`config.mk`:
```
export PLATFORM = sky130hd
export DESIGN_NAME = multicycle_cpu
export DESIGN_NICKNAME = d
export VERILOG_FILES = /design/src/rtl/multicycle_cpu.sv
export SDC_FILE = /design/constraint.sdc
export NUM_CORES = 2
export LEC_CHECK = 0
export CORE_MARGIN = 2
export CORE_UTILIZATION = 45
export DETAILED_ROUTE_END_ITERATION = 8
export GPL_TIMING_DRIVEN = 1
export PLACE_DENSITY = 0.57
export SLEW_MARGIN = 15
export SYNTH_ARGS = -nofsm -noshare
export SYNTH_HDL_FRONTEND = slang
export SYNTH_SLANG_ARGS = --single-unit
```
`constraint.sdc`:
```
create_clock -name clk -period 6.2 [get_ports clk]
set_input_delay 0.93 -clock clk [delete_from_list [all_inputs] [get_ports clk]]
set_output_delay 0.93 -clock clk [all_outputs]
set_load 0.01 [all_outputs]
```
`src/rtl/multicycle_cpu.sv`:
```
// Multi-cycle MIPS-subset CPU: FETCH/DECODE/EXEC/MEM/WB over req/ack memory ports.
// Optional feature: define MCPU_BNE_EN to make opcode 0x05 (bne) legal.
module multicycle_cpu #(
  parameter int                ADDR_W   = 32,
  parameter int                NUM_REGS = 32,
  parameter logic [ADDR_W-1:0] RESET_PC = '0
) (
  input  logic              clk,
  input  logic              rst_n,
  output logic              imem_req,
  output logic [ADDR_W-1:0] imem_addr,
  input  logic              imem_ack,
  input  logic [31:0]       imem_rdata,
  output logic              dmem_req,
  output logic              dmem_we,
  output logic [ADDR_W-1:0] dmem_addr,
  output logic [31:0]       dmem_wdata,
  input  logic              dmem_ack,
  input  logic [31:0]       dmem_rdata,
  output logic [ADDR_W-1:0] pc,
  output logic              retire,
  output logic              halted
);

  // Handshake: a request is raised together with stable addr/wdata and held
  // unchanged until ack is sampled high on a rising edge; it drops the next cycle.

  localparam int RW = $clog2(NUM_REGS);

`ifdef MCPU_BNE_EN
  localparam bit BNE_EN = 1'b1;
`else
  localparam bit BNE_EN = 1'b0;
`endif

  localparam logic [5:0] OP_RTYPE = 6'h00;
  localparam logic [5:0] OP_J     = 6'h02;
  localparam logic [5:0] OP_BEQ   = 6'h04;
  localparam logic [5:0] OP_BNE   = 6'h05;
  localparam logic [5:0] OP_ADDI  = 6'h08;
  localparam logic [5:0] OP_ORI   = 6'h0D;
  localparam logic [5:0] OP_LW    = 6'h23;
  localparam logic [5:0] OP_SW    = 6'h2B;

  localparam logic [5:0] F_SRL = 6'h02;
  localparam logic [5:0] F_ADD = 6'h20;
  localparam logic [5:0] F_SUB = 6'h22;
  localparam logic [5:0] F_AND = 6'h24;
  localparam logic [5:0] F_OR  = 6'h25;

  typedef enum logic [2:0] {
    S_FETCH  = 3'd0,
    S_DECODE = 3'd1,
    S_EXEC   = 3'd2,
    S_MEM    = 3'd3,
    S_WB     = 3'd4,
    S_HALT   = 3'd5
  } state_t;

  state_t      state;
  logic [31:0] rf [NUM_REGS];
  logic [31:0] ir;
  logic [31:0] a_reg;
  logic [31:0] b_reg;
  logic [31:0] alu_out;
  logic [31:0] mdr;

  logic [5:0]  opcode;
  logic [4:0]  rs;
  logic [4:0]  rt;
  logic [4:0]  rd;
  logic [4:0]  shamt;
  logic [5:0]  funct;
  logic [31:0] sext_imm;
  logic [31:0] zext_imm;

  assign opcode   = ir[31:26];
  assign rs       = ir[25:21];
  assign rt       = ir[20:16];
  assign rd       = ir[15:11];
  assign shamt    = ir[10:6];
  assign funct    = ir[5:0];
  assign sext_imm = {{16{ir[15]}}, ir[15:0]};
  assign zext_imm = {16'h0000, ir[15:0]};

  assign imem_addr  = pc;
  assign dmem_addr  = ADDR_W'(alu_out);
  assign dmem_wdata = b_reg;

  // Register reads: r0 and indices beyond the implemented file read as zero.
  logic [31:0] rs_val;
  logic [31:0] rt_val;

  always_comb begin
    rs_val = '0;
    rt_val = '0;
    if (rs != 5'd0 && int'(rs) < NUM_REGS) rs_val = rf[rs[RW-1:0]];
    if (rt != 5'd0 && int'(rt) < NUM_REGS) rt_val = rf[rt[RW-1:0]];
  end

  logic legal;

  always_comb begin
    legal = 1'b0;
    case (opcode)
      OP_RTYPE: legal = funct inside {F_ADD, F_SUB, F_AND, F_OR, F_SRL};
      OP_ADDI, OP_ORI, OP_LW, OP_SW, OP_BEQ, OP_J: legal = 1'b1;
      OP_BNE:   legal = BNE_EN;
      default:  legal = 1'b0;
    endcase
  end

  logic [31:0] alu_res;

  always_comb begin
    alu_res = '0;
    case (opcode)
      OP_RTYPE: begin
        case (funct)
          F_ADD:   alu_res = a_reg + b_reg;
          F_SUB:   alu_res = a_reg - b_reg;
          F_AND:   alu_res = a_reg & b_reg;
          F_OR:    alu_res = a_reg | b_reg;
          F_SRL:   alu_res = b_reg >> shamt;
          default: alu_res = '0;
        endcase
      end
      OP_ADDI, OP_LW, OP_SW: alu_res = a_reg + sext_imm;
      OP_ORI:                alu_res = a_reg | zext_imm;
      default:               alu_res = '0;
    endcase
  end

  logic [ADDR_W-1:0]  pc4;
  logic signed [31:0] br_off;
  logic [ADDR_W-1:0]  br_target;
  logic [27:0]        j_low;
  logic [ADDR_W-1:0]  j_target;
  logic               br_taken;

  assign pc4       = pc + ADDR_W'(4);
  assign br_off    = {{14{ir[15]}}, ir[15:0], 2'b00};
  assign br_target = pc4 + ADDR_W'(br_off);
  assign j_low     = {ir[25:0], 2'b00};
  assign br_taken  = (opcode == OP_BEQ) ? (a_reg == b_reg) : (a_reg != b_reg);

  // Jump keeps pc+4 bits above bit 27; narrower PCs simply truncate the field.
  always_comb begin
    j_target = pc4;
    for (int i = 0; i < ADDR_W && i < 28; i++) j_target[i] = j_low[i];
  end

  logic [4:0]  wb_idx;
  logic        wb_ok;
  logic [31:0] wb_data;

  assign wb_idx  = (opcode == OP_RTYPE) ? rd : rt;
  assign wb_ok   = (wb_idx != 5'd0) && (int'(wb_idx) < NUM_REGS);
  assign wb_data = (opcode == OP_LW) ? mdr : alu_out;

  always_ff @(posedge clk or negedge rst_n) begin
    if (!rst_n) begin
      state    <= S_FETCH;
      pc       <= RESET_PC;
      ir       <= '0;
      a_reg    <= '0;
      b_reg    <= '0;
      alu_out  <= '0;
      mdr      <= '0;
      imem_req <= 1'b0;
      dmem_req <= 1'b0;
      dmem_we  <= 1'b0;
      retire   <= 1'b0;
      halted   <= 1'b0;
      for (int i = 0; i < NUM_REGS; i++) rf[i] <= '0;
    end else begin
      retire <= 1'b0;
      case (state)
        S_FETCH: begin
          // Only the first fetch after reset arrives here with the request low.
          if (!imem_req) begin
            imem_req <= 1'b1;
          end else if (imem_ack) begin
            ir       <= imem_rdata;
            imem_req <= 1'b0;
            state    <= S_DECODE;
          end
        end
        S_DECODE: begin
          a_reg <= rs_val;
          b_reg <= rt_val;
          if (!legal) begin
            halted <= 1'b1;
            state  <= S_HALT;
          end else begin
            state <= S_EXEC;
          end
        end
        S_EXEC: begin
          alu_out <= alu_res;
          if (opcode == OP_BEQ || opcode == OP_BNE) begin
            pc       <= br_taken ? br_target : pc4;
            retire   <= 1'b1;
            imem_req <= 1'b1;
            state    <= S_FETCH;
          end else if (opcode == OP_J) begin
            pc       <= j_target;
            retire   <= 1'b1;
            imem_req <= 1'b1;
            state    <= S_FETCH;
          end else if (opcode == OP_LW || opcode == OP_SW) begin
            dmem_req <= 1'b1;
            dmem_we  <= (opcode == OP_SW);
            state    <= S_MEM;
          end else begin
            state <= S_WB;
          end
        end
        S_MEM: begin
          if (dmem_ack) begin
            dmem_req <= 1'b0;
            dmem_we  <= 1'b0;
            if (dmem_we) begin
              pc       <= pc4;
              retire   <= 1'b1;
              imem_req <= 1'b1;
              state    <= S_FETCH;
            end else begin
              mdr   <= dmem_rdata;
              state <= S_WB;
            end
          end
        end
        S_WB: begin
          if (wb_ok) rf[wb_idx[RW-1:0]] <= wb_data;
          pc       <= pc4;
          retire   <= 1'b1;
          imem_req <= 1'b1;
          state    <= S_FETCH;
        end
        S_HALT: begin
          halted <= 1'b1;
        end
        default: begin
          halted <= 1'b1;
          state  <= S_HALT;
        end
      endcase
    end
  end

endmodule

```
==> flow_summary.yaml <==
worst_setup_path:
  cp-start-kind: "flip-flop"
  cp.arrival_ns: 5.75
  crit_top_cell: "nand3_1"
  worstPathMaxFanout: 9
  critPathKind: "flip-flop to flip-flop"
  cp-end-kind: "flip-flop"
  path_cells: "and4_1 > nand3_1 > or3_1 > nor2_1 > xnor2_1 > ha_1 > a21oi_1 > nand2_1 > a221oi_1 > o21ai_1 > a31o_2 > a2111oi_0 > o2111ai_1 > nand3_1 > mux2i_1 > xor2_1"
  crit_path_max_incr_delay_ns: 0.84
  worstPathRequired_ns: 6.90
  critPathSlowestCell: "a2111oi_0"
yosys:
  synth_top_area_share_pct: 43.3
  yosysTopAreaCell: "dfrtp_1"
  synth.top_cells.by_area: "dfrtp_1, mux4_2, o21ai_0"
  seq_area_frac_synth_pct: 43.3
  avgSynthCellArea_um2: 10.5
  post-synth-top-count-cell: "dfrtp_1"
  synth_edf_count: 0
  ys_top_cells_by_count: "dfrtp_1, nand2_1, o21ai_0, a21oi_1, nor2_1"
  synthFlopType: "dfrtp_1"
  ys_seq_elements: 1222
  yosysWarnings: 0
  async_flop_share_pct: 100
  synth_area_um2: 70500
  yosysUniqueCellTypes: 88
  synth_cells: 6694
timing:
  finalCritPeriodShare_pct: 81.4
  finalHoldViolCount: 0
  rsz0062_at_grt: "no"
  slew_headroom_pct: 16.7
  slew_violations: 0
  fmax_ghz: 0.198
  finalSetupViolations: 0
  skew_ns: 0.0327
  worst_pin_slew_ns: 1.25
  holdWs_ns: 0.0270
  min_period_ns: 5.05
  tns_ns: 0
cells_and_area:
  largest-register: "rf"
  area_delta_synth_final_pct: 12.0
  multi_input_area_um2: 37200
  nFillCells: 14078
  nets: 6792
  seqCellArea_um2: 30600
  largest_register_ff_count: 1024
  final_cells: 8695
  drive_above_1_share_pct: 17.8
power:
  p_leak_nw: 33.6
  vdd_drop_max_mv: 0.246
  p_per_area_nw_per_um2: 211
global_routing:
  grt_usage_pct: 31.6
  grt_max_degree: 154
  grt_overflow: 0
  antenna_found_initial: 13
  grt_first_pass_wirelength_um: 371000
  grt_pass1_vias: 54006
clocking:
  numCtsBuffers: 141
  clkSinkCount: 1222
  clk_latency_ns: 0.80
  cts_max_level: 4
  cts_tree: "built"
  cts_setup_buffers: 0
  cts_root_buf: "clkbuf_16"
  clkTransAtPathRegs_ns: 0.06
  cts_hold_buf: 0
  clk_path_buf_depth: 3
  cts-resized-gates: 0
floorplan:
  fp.dieH_um: 400
  die_area_um2: 160000
  core_um2: 156000
  die_w_um: 400
  start_util_pct: 45.2
  std_cell_rows: 145
  io_pins: 201
drt:
  vias: 55247
  wire_per_inst_um: 28.9
  route.detailed.drc: 0
  drt-initial-drc-count: 5673
  wl_um: 251000
  vias_per_cell: 6.35
  ant_nets: 0
  first_pass_iters: 6
outcome:
  outcome: "finished clean"
worst_hold_path:
  hold_path.class: "input pin to async pin"
placed_design:
  portBuffers: 196
  dp_cells: 8453
  place.gp.congestion: 0.957
  hpwl_um: 163000
run:
  drv_cap: 0
power by group:
part,total [W],internal (W),leakage (nW),switching (W)
registers,0.00800,0.00799,16.8,0.0000101
clock network,0.00842,0.00487,2.27,0.00354
logic,0.000232,0.0000582,14.5,0.000174
cell families (layout without fill, tap and decap cells):
| logic type | count (synthesis) | count (layout) | share of synthesized area (%) |
|---|---|---|---|
| compound gates | 1896 | 1896 | 15.4 |
| other cells | 1 | 5 | 0.00532 |
| simple gates | 1652 | 1652 | 9.70 |
| xor+xnor | 105 | 105 | 1.30 |
| buf+inv | 796 | 735 | 4.58 |
| mux | 836 | 836 | 22.3 |
| flops | 1222 | 1222 | 43.3 |
| fa+ha+maj | 186 | 186 | 3.34 |
metrics by stage:
stage | cell area (µm²) | total power [W] | util (%) | setup slack (ns)
floorplan | 70600 | 0.00815 | - | 1.93
CTS | 79000 | 0.0168 | 50.6 | 1.17
global route | 79000 | 0.0171 | 50.6 | 0.735
global placement | 74400 | 0.00838 | 47.7 | 1.22
finish | 79000 | 0.0166 | 50.6 | 1.15
detailed placement | 74400 | 0.00839 | 47.7 | 1.24
cell usage in the layout, fill, tap and decap left out, drive strengths merged, types with 150 or more instances in the layout:
| cell | netlist | routed |
|---|---|---|
| inv | 145 | 150 |
| mux4 | 578 | 578 |
| nand2 | 728 | 728 |
| nor2 | 662 | 662 |
| dfrtp | 1222 | 1222 |
| ha | 182 | 182 |
| o21ai | 704 | 704 |
| clkbuf | 458 | 197 |
| a21oi | 684 | 684 |
| buf | 192 | 153 |
| clkdlybuf4s50 | 0 | 195 |
final cells by class:
type,count,area share (%)
Antenna cell,1,0.00317
Inverter,146,0.694
Tap cell,2058,3.26
Timing Repair Buffer,348,4.42
Sequential cell,1222,38.8
Clock buffer,197,5.19
Multi-Input combinational cell,4679,47.1
Clock inverter,44,0.626
layer usage:
metal	part of all wire [%]	GRT usage, %	vias to the layer above
met5	0.12	0	-
met4	4.2	12.4	16
met3	8.4	6.93	544
met2	46	49.0	2437
met1	42	43.5	28151
li1	-	-	24099
path summary, 6_finish.rpt:
path,startpoint,endpoint,slack [ns],depth (start not counted)
min,rst_n,mdr[28]$_DFFE_PN0P_,0.03,1
max reg2reg,imem_addr[6]$_DFFE_PN0P_,imem_addr[31]$_DFFE_PN0P_,1.15,16
max in group asynchronous,rst_n,ir[18]$_DFFE_PN0P_,4.45,2
min in group clk,rf[1019]$_DFFE_PN0P_,rf[1019]$_DFFE_PN0P_,0.39,0
min reg2reg,rf[1019]$_DFFE_PN0P_,rf[1019]$_DFFE_PN0P_,0.39,0
max,imem_addr[6]$_DFFE_PN0P_,imem_addr[31]$_DFFE_PN0P_,1.15,16
worst max-delay path, delay by kind of cell (launching register included):
kind,cells,cell delay (ns)
simple gates,6,1.49
xor+xnor,2,0.34
compound gates,6,2.07
mux,1,0.22
flops,1,0.49
fa+ha+maj,1,0.32
(Power assumes the default switching activity.)
